<file path="src/rtl/vc_test_rand_reorder_queue.sv">
// vc_test_rand_reorder_queue: test-only buffer that accepts messages in order
// and re-emits them in a pseudo-random order picked by a 16-bit LFSR.
// Optional build macro VC_TEST_REORDER_STATS_EN adds arrival tags and a
// num_reordered counter output; functional behaviour is otherwise identical.

module vc_test_rand_reorder_queue #(
  parameter int unsigned p_msg_nbits   = 8,
  parameter int unsigned p_num_entries = 4,
  parameter logic [15:0] p_seed        = 16'hACE1
) (
  input  logic                   clk,
  input  logic                   reset,
  input  logic                   in_val,
  output logic                   in_rdy,
  input  logic [p_msg_nbits-1:0] in_msg,
  output logic                   out_val,
  input  logic                   out_rdy,
  output logic [p_msg_nbits-1:0] out_msg
`ifdef VC_TEST_REORDER_STATS_EN
  ,
  output logic [31:0]            num_reordered
`endif
);

  localparam int unsigned N     = p_num_entries;
  localparam int unsigned IDX_W = (N > 1) ? $clog2(N) : 1;
  localparam logic [15:0] SEED  = (p_seed == 16'h0000) ? 16'hACE1 : p_seed;

  logic [N-1:0]           valid_q;
  logic [p_msg_nbits-1:0] data_q [N];
  logic [15:0]            lfsr_q;
  logic [IDX_W-1:0]       sel_q;
  logic                   lock_q;

  logic [IDX_W-1:0]       start;
  logic [IDX_W-1:0]       cand;
  logic [IDX_W-1:0]       scan_sel;
  logic [IDX_W-1:0]       sel;
  logic [IDX_W-1:0]       alloc;
  logic                   found;
  logic                   enq;
  logic                   fire;
  logic                   lfsr_fb;
  logic [N-1:0]           valid_d;

  assign start   = lfsr_q[IDX_W-1:0];
  assign lfsr_fb = lfsr_q[15] ^ lfsr_q[13] ^ lfsr_q[12] ^ lfsr_q[10];

  // Wrap-around scan for the first valid entry starting at the LFSR index
  always_comb begin
    scan_sel = '0;
    found    = 1'b0;
    cand     = '0;
    for (int k = 0; k < int'(N); k++) begin
      cand = start + IDX_W'(k);
      if (!found && valid_q[cand]) begin
        scan_sel = cand;
        found    = 1'b1;
      end
    end
  end

  // Lowest-index free entry for the next enqueue
  always_comb begin
    alloc = '0;
    for (int k = int'(N) - 1; k >= 0; k--) begin
      if (!valid_q[k]) alloc = IDX_W'(k);
    end
  end

  // Offer and handshake signals, derived from registered state only
  always_comb begin
    sel     = lock_q ? sel_q : scan_sel;
    out_val = |valid_q;
    out_msg = data_q[sel];
    in_rdy  = ~&valid_q;
    enq     = in_val & in_rdy;
    fire    = out_val & out_rdy;
  end

  // Next valid vector: enqueue sets a free slot, dequeue clears the offered one
  always_comb begin
    valid_d = valid_q;
    if (enq)  valid_d[alloc] = 1'b1;
    if (fire) valid_d[sel]   = 1'b0;
  end

  // Control state: valid bits, lock/selection hold, LFSR
  always_ff @(posedge clk) begin
    if (reset) begin
      valid_q <= '0;
      lock_q  <= 1'b0;
      sel_q   <= '0;
      lfsr_q  <= SEED;
    end else begin
      valid_q <= valid_d;
      if (!lock_q) lfsr_q <= {lfsr_q[14:0], lfsr_fb};
      if (fire) begin
        lock_q <= 1'b0;
      end else if (out_val) begin
        lock_q <= 1'b1;
        sel_q  <= sel;
      end else begin
        lock_q <= 1'b0;
      end
    end
  end

  // Message storage; contents of free entries are don't-care
  always_ff @(posedge clk) begin
    if (enq) data_q[alloc] <= in_msg;
  end

`ifdef VC_TEST_REORDER_STATS_EN
  logic [31:0] tag_q [N];
  logic [31:0] enq_cnt_q;
  logic [31:0] deq_cnt_q;
  logic [31:0] num_reordered_q;

  // Arrival tags travel with each entry
  always_ff @(posedge clk) begin
    if (enq) tag_q[alloc] <= enq_cnt_q;
  end

  // Count fires whose arrival tag differs from the dequeue position
  always_ff @(posedge clk) begin
    if (reset) begin
      enq_cnt_q       <= '0;
      deq_cnt_q       <= '0;
      num_reordered_q <= '0;
    end else begin
      if (enq) enq_cnt_q <= enq_cnt_q + 32'd1;
      if (fire) begin
        deq_cnt_q <= deq_cnt_q + 32'd1;
        if (tag_q[sel] != deq_cnt_q) num_reordered_q <= num_reordered_q + 32'd1;
      end
    end
  end

  assign num_reordered = num_reordered_q;
`endif

endmodule

</file>
<file path="config.mk">
export PLATFORM = sky130hd
export DESIGN_NAME = vc_test_rand_reorder_queue
export DESIGN_NICKNAME = d
export VERILOG_FILES = /design/src/rtl/vc_test_rand_reorder_queue.sv
export SDC_FILE = /design/constraint.sdc
export NUM_CORES = 1
export LEC_CHECK = 0
export ABC_CLOCK_PERIOD_IN_PS = 2300
export BUFFER_PORTS_ARGS = -buffer_cell sky130_fd_sc_hd__buf_4
export CELL_PAD_IN_SITES_DETAIL_PLACEMENT = 1
export CELL_PAD_IN_SITES_GLOBAL_PLACEMENT = 1
export CORE_MARGIN = 2
export CORE_UTILIZATION = 47
export CTS_CLUSTER_SIZE = 16
export DETAILED_ROUTE_END_ITERATION = 10
export PLACE_DENSITY = 0.81
export SETUP_SLACK_MARGIN = 0.15
export SYNTH_ARGS = -nofsm -noshare
export SYNTH_HDL_FRONTEND = slang
export SYNTH_SLANG_ARGS = --single-unit
</file>
<file path="constraint.sdc">
create_clock -name clk -period 2.3 [get_ports clk]
set_input_delay 0.46 -clock clk [delete_from_list [all_inputs] [get_ports clk]]
set_output_delay 0.46 -clock clk [all_outputs]
set_load 0.01 [all_outputs]
</file>
* Word level (Yosys, flattened, before mapping)
Memory sizes are Yosys's and may differ from the RTL's. Index checks and enable logic that the tools add are counted.
Word-level totals: register bits 23, output and inout port bits 10, memories 1, input bits 12, logic and storage cells 67, bits in writable memories 32
Cells by class: reductions and logical operators 13, multiplexer cells 29, add/subtract/negate cells 3, $lt $le $gt $ge 8, bitwise operators 9
Memories:
- data_q | words 4, width 8, read ports 1, clocked after Yosys merged registers in 0, wr ports 1, RTL line 30 | logic [p_msg_nbits-1:0] data_q [N];
Operators with widths (count):
- $lt 2x3->1 const B | 6
- $mux 2 | 9
- $mux 1 | 12
- $bmux 1 s2 | 4
- $mux 4 | 2
- $logic_and 1x1->1 | 5
- $add 2x2->2 const B | 2
- $and 4x4->4 | 1
- $demux 1 s2 | 2
- $ge 2x1->1 const B | 2
- $logic_not 1->1 | 4
- $not 4->4 | 1
- $or 4x4->4 | 1
- $reduce_and 4->1 | 1
- $reduce_or 4->1 | 1
- $xor 1x1->1 | 3
- $add 2x1->2 const B | 1
- $and 1x1->1 | 2
- $reduce_and 2->1 | 1
- $reduce_or 2->1 | 1
- $not 1->1 | 1

* Longest topological paths before layout
depth in word-level cells 20, mapped depth 7, gate-level depth less buffers 5

* Worst setup path after synthesis
No wires, ideal clock.
path kind reg-to-output, from reg valid_q[2], to out out_msg[5], buffers on the path 1, data required time 1840 ps, path slack 205 ps, arrival 1635 ps, stages on the path, launching flop included 7, cell sequence dfxtp_1 > nor2b_4 > a2111oi_4 > buf_6 > o21a_1 > a211oi_1 > a31oi_1
Between the ends: longest elaborated chain between the ends 14, elaborated cells between the ends (all ways) 23, classes of those cells 16 x mux; 6 x reduce/logical; 1 x memory
Ends and longest elaborated chain:
- start: declaration | RTL line 29 | logic [N-1:0] valid_q;
- start signal: assignment | RTL line 96 | valid_q <= valid_d;
- $bmux 1 s2 | RTL line 56 | if (!found && valid_q[cand]) begin
- $mux 1 (not written as such) | RTL line 56
- $mux 1 | RTL line 56
- $logic_not 1->1 | RTL line 56
- $logic_and 1x1->1 | RTL line 56
- $mux 1 | RTL line 56
- $logic_not 1->1 | RTL line 56
- $logic_and 1x1->1 | RTL line 56
- $mux 1 | RTL line 56
- $logic_not 1->1 | RTL line 56
- $logic_and 1x1->1 | RTL line 56
- $mux 2 (*) | RTL line 56
- $mux 2 (*) | RTL line 73 | sel = lock_q ? sel_q : scan_sel;
- $mem_v2 4x8 (*)
- end: declaration | RTL line 18 | output logic [p_msg_nbits-1:0] out_msg
Every way passes the cells marked *; elsewhere a longest branch is shown, timed or not. The select of a mux whose other input is x is not followed.

* Worst setup path in the final report
from reg valid_q[1], to out out_msg[0]
Same word-level chain as after synthesis.

==> results <==
- The run finished, with violations left.
- The checks that failed: setup timing.
- Along the worst hold path, the cell count comes to 1.
- The placement row count is 25.
- 0 antenna diodes ended up in the layout.
- The worst voltage drop across the vdd grid is 0.517 mV.
- The share of synthesized area in the top cell type comes to 0.405.
- The aggregate routed wire length is 6030 microns.
- In this run the power spent charging and discharging nets is 0.581 mW.
- After synthesis, the cell types taking the most area are edfxtp_1 (41%), dfxtp_1 (19%), mux2i_1 (3.8%), a211oi_1 (3.2%), a211o_1 (3.0%).
- In this run, synthesis produced a sequential element count of 55.
- The worst-case reg-to-reg path depth is 7.
- The later pin in the worst-skew pair is clocked with a latency of 310 ps.
- The most instantiated library cell after synthesis is edfxtp_1.
- The share of the cycle needed by the critical path after routing is 1.11.
- Of the total power, the share spent switching nets is 0.265.
- Entering global routing, the biggest net connects 24 pins.
- The placer congestion estimate is 0.874.
- The sequential share of the synthesized area is 0.600.
- Between clock sinks in the finished design, the worst skew comes to 7.29 ps.
- The via count of the first global-routing pass came to 1760.
- The non-filler instance count after layout is 293.
- For this run, design rule violations remaining after detail routing come to 0.
- Dividing total power by cell area gives a power density of 747 mW/mm^2.
- The biggest area contributor in the post-synthesis netlist is edfxtp_1.
- The total number of yosys warnings is 0.
- From synthesis to final layout, the design area changed by 23.9%.
- For this run, the total global-route usage over all layers was measured as 0.221.
- Of the cells placed in the final design, the portion with a size suffix greater than 1 is 0.367.
- The number of hold violations in the final report came to 0.
- The initial utilization of the core area, before any placement, comes to 0.495.
- The portion of total power attributed to the clock network is 0.294.
- Synthesis produced a netlist with a net count of 200.
- The overall overflow remaining after global route is 0.
- Synthesis produced a netlist whose cell count is 188.
- Input and output buffers added on the ports amount to 21.
- For this run, the share of the core covered by cells in the final layout is 0.614.
- STA classifies the critical path endpoint as a primary output.
- The biggest fanout along the worst timing path is 10.
- Of all flip-flops after synthesis, the portion carrying an async set or reset was 0.
- The number of clock sinks is 55.
- The post-layout worst setup margin is -264 ps.
- Detailed routing placed a total of 372 microns of wire on met3.
- The first-pass iteration count of the detailed router is 4.
- The finished cells cover 0.00294 sq mm.
- The detailed router's first-iteration violation count is 50.
- The overall die width is 75.0 microns.
- The reg-to-reg startpoint is valid_q[2].
- In this run the clock root is driven by a clkbuf_8.
- The static leakage is 1.04 nW.
- The area of the die is 0.00563 sq mm.
- Cell internal power was estimated by the tool at 1.61 mW.
- The clock transition at the register clock pins on the worst setup and hold paths after CTS is 100 ps.
- The end of the worst register-to-register path is valid_q[1].
- Setup repair after global routing could not meet its margin everywhere.
- The worst path in the final design needs a cycle of 2560 ps, including I/O delays and setup.
- The endpoint arrival time on the critical path is 2100 ps.
- The min-delay analysis places its worst path in the category in2reg.
- At the end of the flow, the number of nets in the layout was 237.
- The synthesized netlist occupies a cell area of 0.00237 sq mm.
- Across the run, the number of max-cap violations was 0.
- The required time of the critical path is 1840 ps.
- The sequential fraction of design power is 0.520.
- The placement-stage cell area is 0.00266 sq mm.
- For this block, wires on met1 add up to 2500 microns.
- The post-detailed-placement half-perimeter wirelength is 3610 microns.
- The count of endpoints failing setup in the final report is 8.
- The number of pins with negative max-slew slack in the final report is 0.
- In this run the most critical hold path is launched from in_msg[2].
- The die is 75.0 microns tall.
- For this run, the top clock speed supported by timing is 390 MHz.
- The worst setup path is of the reg2out kind.
- The combinational cell fraction of total power is 0.186.
- The measured slew at the worst slew-check pin is 522 ps.
- Power comes to 2.19 mW.
- The first global-routing pass estimated 8980 microns of wire.
- Counting instances in the post-synthesis netlist gives the leading cell types as edfxtp_1 (32), dfxtp_1 (23), nor2_1 (15), a211oi_1 (10), nor2b_1 (10).
- In the final routed layout, each cell accounts on average for 20.6 microns.
- The placed instance count is 277.
- The I/O pin count is 22.
- The average footprint of a synthesized cell is 12.6 sq um.
- Detailed routing placed a total of 3050 microns of wire on met2.
- The buffer depth of the longest clock path is 2.
- The worst setup path is launched from a flip-flop.
- The highest metal layer with signal wires is met4.
- The number of buffers added by the clock tree synthesis step is 5.
- In this run the remaining antenna-violating nets after routing total 0.
- The internal reg-to-reg setup slack is 420 ps.
- Yosys mapped a number of flops with a built-in enable equal to 32.
- The initial antenna violation count is 0.
- The via density per instance is 5.69.
- Synthesis instantiated 39 different standard cells from the library.
- The worst pin sits at a relative slew slack of 0.652.
- The total number of vias is 1666.
- The area inside the core boundary is 0.00479 sq mm.
- The worst-case hold path end point is data_q[2][2].
- The H-tree was split into 2 levels.
- TritonCTS built the clock tree.
- The most used flip-flop cell after synthesis is edfxtp_1.
flip-flops by register name, indices dropped and copies added, names as in the netlist:
signal   count
data_q      32
lfsr_q      16
valid_q      4
sel_q        2
lock_q       1
worst max-delay path by stage:
stage / from / end / slack (ps) / depth (start not counted)
final: valid_q[1] / out_msg[0] / -260 / 7
after global placement: lfsr_q[1] / out_msg[6] / 170 / 7
after CTS: lfsr_q[1] / out_msg[5] / -160 / 7
after detailed placement: lfsr_q[1] / out_msg[0] / 20 / 7
after floorplan: valid_q[2] / out_msg[5] / 200 / 6
after global routing: valid_q[2] / out_msg[1] / -300 / 7
metal layers:
layer  vias to the layer above  track usage
met5                         -            0
met4                         0       0.0734
met1                       810        0.278
met3                        15       0.0535
met2                        60        0.373
li1                        781            -
placed cells by master, fill, tap and decap left out, types with 6 or more instances in the layout:
| master | count |
|---|---|
| nor2_1 | 14 |
| o21ai_1 | 6 |
| edfxtp_1 | 32 |
| a211oi_1 | 6 |
| a31oi_1 | 9 |
| dfxtp_1 | 17 |
| mux2i_1 | 9 |
| a211o_1 | 8 |
| nor2b_1 | 9 |
| buf_4 | 36 |
| nand2_1 | 8 |
kinds of logic after synthesis:
kind of cell              count (synthesis)  share of synthesized area
buffers and inverters                    19                     0.0459
DFF                                      55                      0.600
AOI/OAI and AO/OA                        56                      0.196
muxes                                     9                     0.0380
and+or+nand+nor                          46                      0.109
xor gates and xnor gates                  3                     0.0111
repair_timing:
action,in CTS,in global routing
pin swaps,7,4
setup buffers,4,1
hold buffers,0,0
resized for setup,16,12
setup endpoints to repair,8,8
cloned,1,2
endpoints found under the hold margin,0,0
power by group through the flow:
stage / sequential, mW / clock [mW] / combinational [mW]
CTS: 1.14 / 0.650 / 0.374
finish: 1.14 / 0.646 / 0.408
detailed placement: 1.16 / 0 / 0.342
global placement: 1.15 / 0 / 0.323
floorplan: 1.14 / 0 / 0.225
global route: 1.15 / 0.685 / 0.439
critical path: stages (launching register included):
cell and delay (ps):
dfxtp_2 430, nor2b_4 70, nor3b_4 160, a2111oi_4 460
buf_12 200, a211oi_2 50, a31oi_1 250, buf_4 180
metrics by stage:
step	hold WS [ps]	setup WS (ps)	setup TNS, ps
final	347	-264	-1510
after global routing	338	-301	-2070
after CTS	338	-161	-1040
after detailed placement	458	18.0	0
after global placement	440	167	0
after floorplan	431	205	0
area by class of cell:
| type | instances | area, sq um |
|---|---|---|
| Clock buffer | 5 | 68.8 |
| Clock inverter | 3 | 42.5 |
| Fill cell | 479 | 1850 |
| Inverter | 5 | 18.8 |
| Multi-Input combinational cell | 115 | 915 |
| Sequential cell | 55 | 1440 |
| Tap cell | 67 | 83.8 |
| Timing Repair Buffer | 43 | 372 |
(Power assumes the default switching activity.)
